**src/rtl/tdc_pkg.sv**
```systemverilog
`default_nettype none
// ----------------------------------------------------------------------------
// tdc_pkg: shared widths and state type for the TDC summing chain  (rev 1.0)
// ----------------------------------------------------------------------------
package tdc_pkg;

  localparam int TDC_SUM_W = 20;
  localparam int OVR_CNT_W = 8;

  typedef enum logic [0:0] {
    IDLE  = 1'b0,
    ACCUM = 1'b1
  } avg_state_t;

endpackage
`default_nettype wire

```
**src/rtl/tdc_sum_averager_if.sv**
```systemverilog
`default_nettype none
// ----------------------------------------------------------------------------
// tdc_sum_averager_if: shot input, clear and result handshake bundle  (rev 1.0)
// ----------------------------------------------------------------------------
interface tdc_sum_averager_if
  import tdc_pkg::*;
#(
  parameter int IN_W = TDC_SUM_W
);

  logic [IN_W-1:0]      in_sum;
  logic                 in_dval;
  logic                 acc_clr;
  logic [IN_W-1:0]      out_avg;
  logic [IN_W-1:0]      out_min;
  logic [IN_W-1:0]      out_max;
  logic                 out_valid;
  logic                 out_ready;
  logic [OVR_CNT_W-1:0] ovr_cnt;
  logic                 busy;

  modport master (
    output in_sum, in_dval, acc_clr, out_ready,
    input  out_avg, out_min, out_max, out_valid, ovr_cnt, busy
  );

  modport slave (
    input  in_sum, in_dval, acc_clr, out_ready,
    output out_avg, out_min, out_max, out_valid, ovr_cnt, busy
  );

endinterface
`default_nettype wire

```
**src/rtl/tdc_minmax_trk.sv**
```systemverilog
`default_nettype none
// ----------------------------------------------------------------------------
// tdc_minmax_trk: running unsigned min/max tracker, load overrides upd  (rev 1.0)
// ----------------------------------------------------------------------------
module tdc_minmax_trk #(
  parameter int W = 20
) (
  input  wire logic         clk,
  input  wire logic         rst,
  input  wire logic         load,
  input  wire logic         upd,
  input  wire logic [W-1:0] din,
  output logic      [W-1:0] min,
  output logic      [W-1:0] max
);

  always_ff @(posedge clk or posedge rst) begin
    if (rst) begin
      min <= '0;
      max <= '0;
    end else if (load) begin
      min <= din;
      max <= din;
    end else if (upd) begin
      if (din < min) min <= din;
      if (din > max) max <= din;
    end
  end

endmodule
`default_nettype wire

```
**src/rtl/tdc_sum_averager.sv**
```systemverilog
`default_nettype none
// ----------------------------------------------------------------------------
// tdc_sum_averager: 2^LOG2_N shot block average with min/max and drop count  (rev 1.0)
// ----------------------------------------------------------------------------
module tdc_sum_averager
  import tdc_pkg::*;
#(
  parameter int LOG2_N = 4,
  parameter int IN_W   = TDC_SUM_W
) (
  input wire logic          clk,
  input wire logic          rst,
  tdc_sum_averager_if.slave bus
);

  localparam int                c_N        = 1 << LOG2_N;
  localparam int                c_ACC_W    = IN_W + LOG2_N;
  localparam logic [LOG2_N-1:0] c_CNT_LAST = LOG2_N'(c_N - 1);
  localparam logic [c_ACC_W-1:0] c_HALF    = c_ACC_W'(c_N / 2);

  avg_state_t           r_state;
  avg_state_t           w_state_nxt;
  logic [c_ACC_W-1:0]   r_acc;
  logic [LOG2_N-1:0]    r_cnt;
  logic                 w_take_idle;
  logic                 w_take_acc;
  logic                 w_done;
  logic                 w_out_free;
  logic [c_ACC_W-1:0]   w_sum_fin;
  logic [c_ACC_W-1:0]   w_sum_rnd;
  logic [IN_W-1:0]      w_avg;
  logic [IN_W-1:0]      w_trk_min;
  logic [IN_W-1:0]      w_trk_max;
  logic [IN_W-1:0]      w_fin_min;
  logic [IN_W-1:0]      w_fin_max;
  logic [IN_W-1:0]      r_out_avg;
  logic [IN_W-1:0]      r_out_min;
  logic [IN_W-1:0]      r_out_max;
  logic                 r_out_valid;
  logic [OVR_CNT_W-1:0] r_ovr_cnt;

  always_ff @(posedge clk or posedge rst) begin
    if (rst) r_state <= IDLE;
    else     r_state <= w_state_nxt;
  end

  always_comb begin
    w_state_nxt = r_state;
    w_take_idle = 1'b0;
    w_take_acc  = 1'b0;
    w_done      = 1'b0;
    if (bus.acc_clr) begin
      w_state_nxt = IDLE;
    end else if (bus.in_dval) begin
      case (r_state)
        IDLE: begin
          w_take_idle = 1'b1;
          w_state_nxt = ACCUM;
        end
        ACCUM: begin
          w_take_acc = 1'b1;
          if (r_cnt == c_CNT_LAST) begin
            w_done      = 1'b1;
            w_state_nxt = IDLE;
          end
        end
        default: w_state_nxt = IDLE;
      endcase
    end
  end

  // The accumulator is wide enough for N full-scale shots plus the rounding half.
  assign w_sum_fin = r_acc + c_ACC_W'(bus.in_sum);
  assign w_sum_rnd = w_sum_fin + c_HALF;
  assign w_avg     = IN_W'(w_sum_rnd >> LOG2_N);

  always_ff @(posedge clk or posedge rst) begin
    if (rst) begin
      r_acc <= '0;
      r_cnt <= '0;
    end else if (bus.acc_clr || w_done) begin
      r_acc <= '0;
      r_cnt <= '0;
    end else if (w_take_idle) begin
      r_acc <= c_ACC_W'(bus.in_sum);
      r_cnt <= LOG2_N'(1);
    end else if (w_take_acc) begin
      r_acc <= w_sum_fin;
      r_cnt <= r_cnt + 1'b1;
    end
  end

  tdc_minmax_trk #(
    .W (IN_W)
  ) u_minmax (
    .clk  (clk),
    .rst  (rst),
    .load (w_take_idle),
    .upd  (w_take_acc),
    .din  (bus.in_sum),
    .min  (w_trk_min),
    .max  (w_trk_max)
  );

  // The tracker lags by one edge, so fold in the completing shot here.
  assign w_fin_min  = (bus.in_sum < w_trk_min) ? bus.in_sum : w_trk_min;
  assign w_fin_max  = (bus.in_sum > w_trk_max) ? bus.in_sum : w_trk_max;
  assign w_out_free = !r_out_valid || bus.out_ready;

  always_ff @(posedge clk or posedge rst) begin
    if (rst) begin
      r_out_avg   <= '0;
      r_out_min   <= '0;
      r_out_max   <= '0;
      r_out_valid <= 1'b0;
      r_ovr_cnt   <= '0;
    end else if (bus.acc_clr) begin
      r_out_valid <= 1'b0;
    end else if (w_done) begin
      if (w_out_free) begin
        r_out_avg   <= w_avg;
        r_out_min   <= w_fin_min;
        r_out_max   <= w_fin_max;
        r_out_valid <= 1'b1;
      end else if (r_ovr_cnt != '1) begin
        r_ovr_cnt <= r_ovr_cnt + 1'b1;
      end
    end else if (r_out_valid && bus.out_ready) begin
      r_out_valid <= 1'b0;
    end
  end

  assign bus.out_avg   = r_out_avg;
  assign bus.out_min   = r_out_min;
  assign bus.out_max   = r_out_max;
  assign bus.out_valid = r_out_valid;
  assign bus.ovr_cnt   = r_ovr_cnt;
  assign bus.busy      = (r_state == ACCUM);

endmodule
`default_nettype wire

```
**src/flat_wrapper.sv**
```systemverilog
// flat-port wrapper written by rule: the top's interface ports become plain ports
module tdc_sum_averager_flat import tdc_pkg::*;
#(
  parameter int LOG2_N = 4,
  parameter int IN_W   = TDC_SUM_W
)
  (clk, rst, bus_in_sum, bus_in_dval, bus_acc_clr, bus_out_ready, bus_out_avg, bus_out_min, bus_out_max, bus_out_valid, bus_ovr_cnt, bus_busy);
  tdc_sum_averager_if #(.IN_W(IN_W)) bus_i ();
  input wire logic clk;
  input wire logic rst;
  input wire logic [$bits(bus_i.in_sum)-1:0] bus_in_sum;
  input wire logic [$bits(bus_i.in_dval)-1:0] bus_in_dval;
  input wire logic [$bits(bus_i.acc_clr)-1:0] bus_acc_clr;
  input wire logic [$bits(bus_i.out_ready)-1:0] bus_out_ready;
  output wire logic [$bits(bus_i.out_avg)-1:0] bus_out_avg;
  output wire logic [$bits(bus_i.out_min)-1:0] bus_out_min;
  output wire logic [$bits(bus_i.out_max)-1:0] bus_out_max;
  output wire logic [$bits(bus_i.out_valid)-1:0] bus_out_valid;
  output wire logic [$bits(bus_i.ovr_cnt)-1:0] bus_ovr_cnt;
  output wire logic [$bits(bus_i.busy)-1:0] bus_busy;
  assign bus_i.in_sum = bus_in_sum;
  assign bus_i.in_dval = bus_in_dval;
  assign bus_i.acc_clr = bus_acc_clr;
  assign bus_i.out_ready = bus_out_ready;
  assign bus_out_avg = bus_i.out_avg;
  assign bus_out_min = bus_i.out_min;
  assign bus_out_max = bus_i.out_max;
  assign bus_out_valid = bus_i.out_valid;
  assign bus_ovr_cnt = bus_i.ovr_cnt;
  assign bus_busy = bus_i.busy;
  tdc_sum_averager #(.LOG2_N(LOG2_N), .IN_W(IN_W)) u_core (.clk(clk), .rst(rst), .bus(bus_i));
endmodule
```
**config.mk**
```make
export PLATFORM = sky130hd
export DESIGN_NAME = tdc_sum_averager_flat
export DESIGN_NICKNAME = d
export VERILOG_FILES = /design/src/rtl/tdc_pkg.sv /design/src/rtl/tdc_sum_averager_if.sv /design/src/rtl/tdc_minmax_trk.sv /design/src/rtl/tdc_sum_averager.sv /design/src/flat_wrapper.sv
export SDC_FILE = /design/constraint.sdc
export NUM_CORES = 1
export LEC_CHECK = 0
export ABC_CLOCK_PERIOD_IN_PS = 4000
export CORE_MARGIN = 2
export CORE_UTILIZATION = 60
export CTS_BUF_LIST = sky130_fd_sc_hd__clkbuf_8
export DETAILED_ROUTE_END_ITERATION = 10
export HOLD_SLACK_MARGIN = 0.03
export PLACE_DENSITY = 0.88
export SYNTH_ARGS = -nofsm -noshare
export SYNTH_HDL_FRONTEND = slang
export SYNTH_HIERARCHICAL = 1
export SYNTH_SLANG_ARGS = --single-unit
```
**constraint.sdc**
```tcl
create_clock -name clk -period 4 [get_ports clk]
set_input_delay 0.8 -clock clk [delete_from_list [all_inputs] [get_ports clk]]
set_output_delay 0.8 -clock clk [all_outputs]
set_load 0.03 [all_outputs]
```
==> flow_summary.toml <==
[synth]
synth_edf_count = 0
syn-instance-count = 1066
yosys.area.top_type = "dfrtp_1"
synth_top_area_share_pct = 35.67
synthTopCellsByArea = "dfrtp_1, ha_1, mux2i_1"
yosys_warnings = 6
yosysUniqueCellTypes = 74
async_reset_ff_share_pct = 100.0
ys_seq_area_share_pct = 35.67
synth_nets = 1193
syn_avg_cell_area_sq_um = 9.081
netlist_area_sq_mm = 0.009681
synth-seq-cells = 138
synthFlopType = "dfrtp_1"

[final_layout]
final_area_sq_mm = 0.01218
area_growth_pct = 25.81
drive_above_1_share_pct = 16.55
diodes = 0
nets = 1383

[setup_path]
cp-end-kind = "flop"
cp_slowest_stage_delay_ns = 0.56
crit_arrival_ns = 4.31
slowest_stage = "or4_4"
critPathLaunchType = "input port"
criticalPathCategory = "input port to flop"
worstPathMaxFanout = 8
required_ns = 4.41
crit_path_cell_trace = "clkdlybuf4s50_1, ha_1, a211oi_2, o31ai_4, o211ai_1, a21oi_1, nor3_1, nand2b_1, or4_4, or4_1, nand3_1"

[detailed_routing]
drc = 0
routed_via_density = 6.245
drt-wirelength-per-cell_um = 19.00
vias = 9274
drt_iter0_drc = 857
drt-pass1-iter-count = 8
drt-total-wl_um = 28210
antenna_left = 0

[timing]
fin_crit_sh_pct = 97.52
min_period_ns = 3.901
setup_ws_ns = 0.09920
hold_viol = 0
grt_setup_unrepaired = "false"
hold_ws_ns = 0.4785
tightest_slew_ns = 0.8700
finalMaxSlewViolations = 0
slew_headroom_pct = 40.50
setup_viol = 0
fin_worst_skew_ns = 0.01084
fmax_mhz = 256.4

[outcome]
outcome = "completed"

[global_routing]
grt_max_degree = 73
grt.overflow.total = 0
antenna_found_initial = 0
grt_pass1_wl_um = 43420
first_global_vias = 8975
grtUsageTotal_pct = 32.41

[die]
die_h_um = 131.0
num_io_pins = 95
core-area_sq_mm = 0.01583
row_count = 46
initial_core_util_pct = 61.16
die_w_um = 131.0
die_area_sq_mm = 0.01717

[placement]
dp_slack_ns = -0.4022
dpl_cell_area_sq_mm = 0.01169
io_buffers = 94
dp.final_hpwl_um = 19970
gp_congestion = 0.9434

[pwr]
leakage_nw = 5.964
cellPowerDensity_mw_per_mm2 = 385.2
finalPower_w = 0.004692
p_clk_share_pct = 24.9
p_sw_w = 0.001719
intPower_w = 0.002973
ir_worst_vdd_uv = 256.9
switching_share_pct = 36.65
p_seq_share_pct = 34.6
power_frac_comb_pct = 40.5

[run]
maxCapViolations = 0

[clock_tree]
hold_buffers = 0
cts_htree_levels = 4
clock-root-buffer = "clkbuf_8"
clock-sinks = 138
cts_tree = "done"
numCtsBuffers = 17
clock_latency_ns = 0.47
cts_buffer_depth = 2
clk_pin_slew_ns = 0.08

[worst_hold_path]
min_path_type = "flop to flop"
[layout make-up]
class,count,area (sq um)
Fill cell,983,3649
Inverter,87,329.1
Timing Repair Buffer,219,1922
Sequential cell,138,3453
Tap cell,216,270.3
Clock buffer,20,275.3
Clock inverter,12,122.6
Multi-Input combinational cell,793,5807
[cells in the mapped netlist, types with 3 or more instances]
library cell / count
xor2_1: 14
o221ai_1: 3
dfrtp_1: 138
and3_1: 14
nand4_1: 19
nand3_1: 20
nor2b_1: 9
or2_2: 3
nand3b_1: 3
clkbuf_1: 35
a211o_1: 5
a211oi_1: 5
a22o_1: 3
and2_1: 8
a211oi_2: 3
o21ai_0: 101
nor3_1: 31
a31oi_1: 8
a21oi_1: 56
mux2i_1: 54
or3_1: 4
nor2_1: 38
buf_2: 6
inv_1: 87
nand2b_1: 11
a221o_1: 20
ha_1: 101
mux2_2: 23
o211ai_1: 10
buf_1: 4
nand2_1: 126
xnor2_1: 25
a21o_1: 19
nor4_1: 7
o31ai_1: 4
[cell families after synthesis]
kind of cell | count (synthesis) | synth area share, %
compound gates | 265 | 17.89
buf+inv | 135 | 5.506
fa+ha+maj | 102 | 13.26
mux | 77 | 8.259
simple gates | 309 | 15.72
flops | 138 | 35.67
xor+xnor | 40 | 3.697
[worst max-delay path, delay by kind of cell]
family | cells | cell delay (ns)
simple gates | 5 | 1.61
compound gates | 4 | 0.95
buf+inv | 1 | 0.55
fa+ha+maj | 1 | 0.40
[routing by layer]
layer	vias up	wire (um)	track usage (%)
met3	115	2139	6.840
met5	-	0	0
li1	4212	-	-
met4	0	1147	14.39
met2	490	13360	52.76
met1	4457	11570	41.73
[sequential cells by signal, summed over array words and instances (netlist names)]
register / cells
u_core/bus.busy: 1
u_core/bus.out_min: 20
u_core/bus.out_max: 20
u_core/bus.ovr_cnt: 8
u_core/u_minmax/max: 20
u_core/u_minmax/min: 20
u_core/r_cnt: 4
u_core/bus.out_valid: 1
u_core/r_acc: 24
u_core/bus.out_avg: 20
[power groups by stage]
stage / sequential [W] / combinational (W) / clock, W
floorplan: 0.00160 / 0.00114 / 0
global placement: 0.00163 / 0.00171 / 0
detailed placement: 0.00163 / 0.00179 / 0
CTS: 0.00161 / 0.00183 / 0.00118
global route: 0.00163 / 0.00206 / 0.00124
finish: 0.00162 / 0.00190 / 0.00117
[what timing repair did]
action / CTS / global route
gates resized for setup: 0 / 10
setup endpoints to repair: 0 / 2
buffers inserted: 0 / 2
[path summary, 6_finish.rpt]
check	from	end	slack (ns)	cells after the start
setup / recovery	bus_in_sum[1]	u_core/bus.out_avg[19]	0.1	11
hold / removal	u_core/bus.out_min[17]	u_core/bus.out_min[17]	0.48	2
setup reg to reg	u_core/r_acc[0]	u_core/bus.out_avg[16]	0.41	11
hold reg to reg	u_core/bus.out_min[17]	u_core/bus.out_min[17]	0.48	2
max in group asynchronous	rst	u_core/bus.busy	2.47	3
min in group asynchronous	rst	u_core/bus.out_min[3]	0.83	2
[per-stage QoR]
step	TNS (ns)	instances	utilization, %
2_1_floorplan	0	1066	-
3_3_place_gp	-1.486	1451	73.83
3_5_place_dp	-1.590	1451	73.83
4_1_cts	0	1483	76.34
5_1_grt	0	1485	76.95
6_report	0	1485	76.95
[placed cells by master, fill, tap and decap left out, types with 8 or more instances in the layout]
master           synthesis  layout
a221o_1                 20      20
a31oi_1                  8       8
nor3_1                  31      31
a21o_1                  19      19
a21oi_1                 56      55
mux2i_1                 54      54
nand2_1                126     125
and2_1                   8       8
dfrtp_1                138     138
mux2_2                  23      23
nand4_1                 19      19
nor2_1                  38      37
o211ai_1                10      10
inv_1                   87      87
o21ai_0                101     100
nand3_1                 20      20
xor2_1                  14      14
xnor2_1                 25      25
buf_4                    1     122
and3_1                  14      14
nand2b_1                11      11
clkdlybuf4s50_1          0      92
ha_1                   101      96
nor2b_1                  9       8
clkbuf_8                 0      20
No activity file was read; power rests on OpenSTA's default activity.
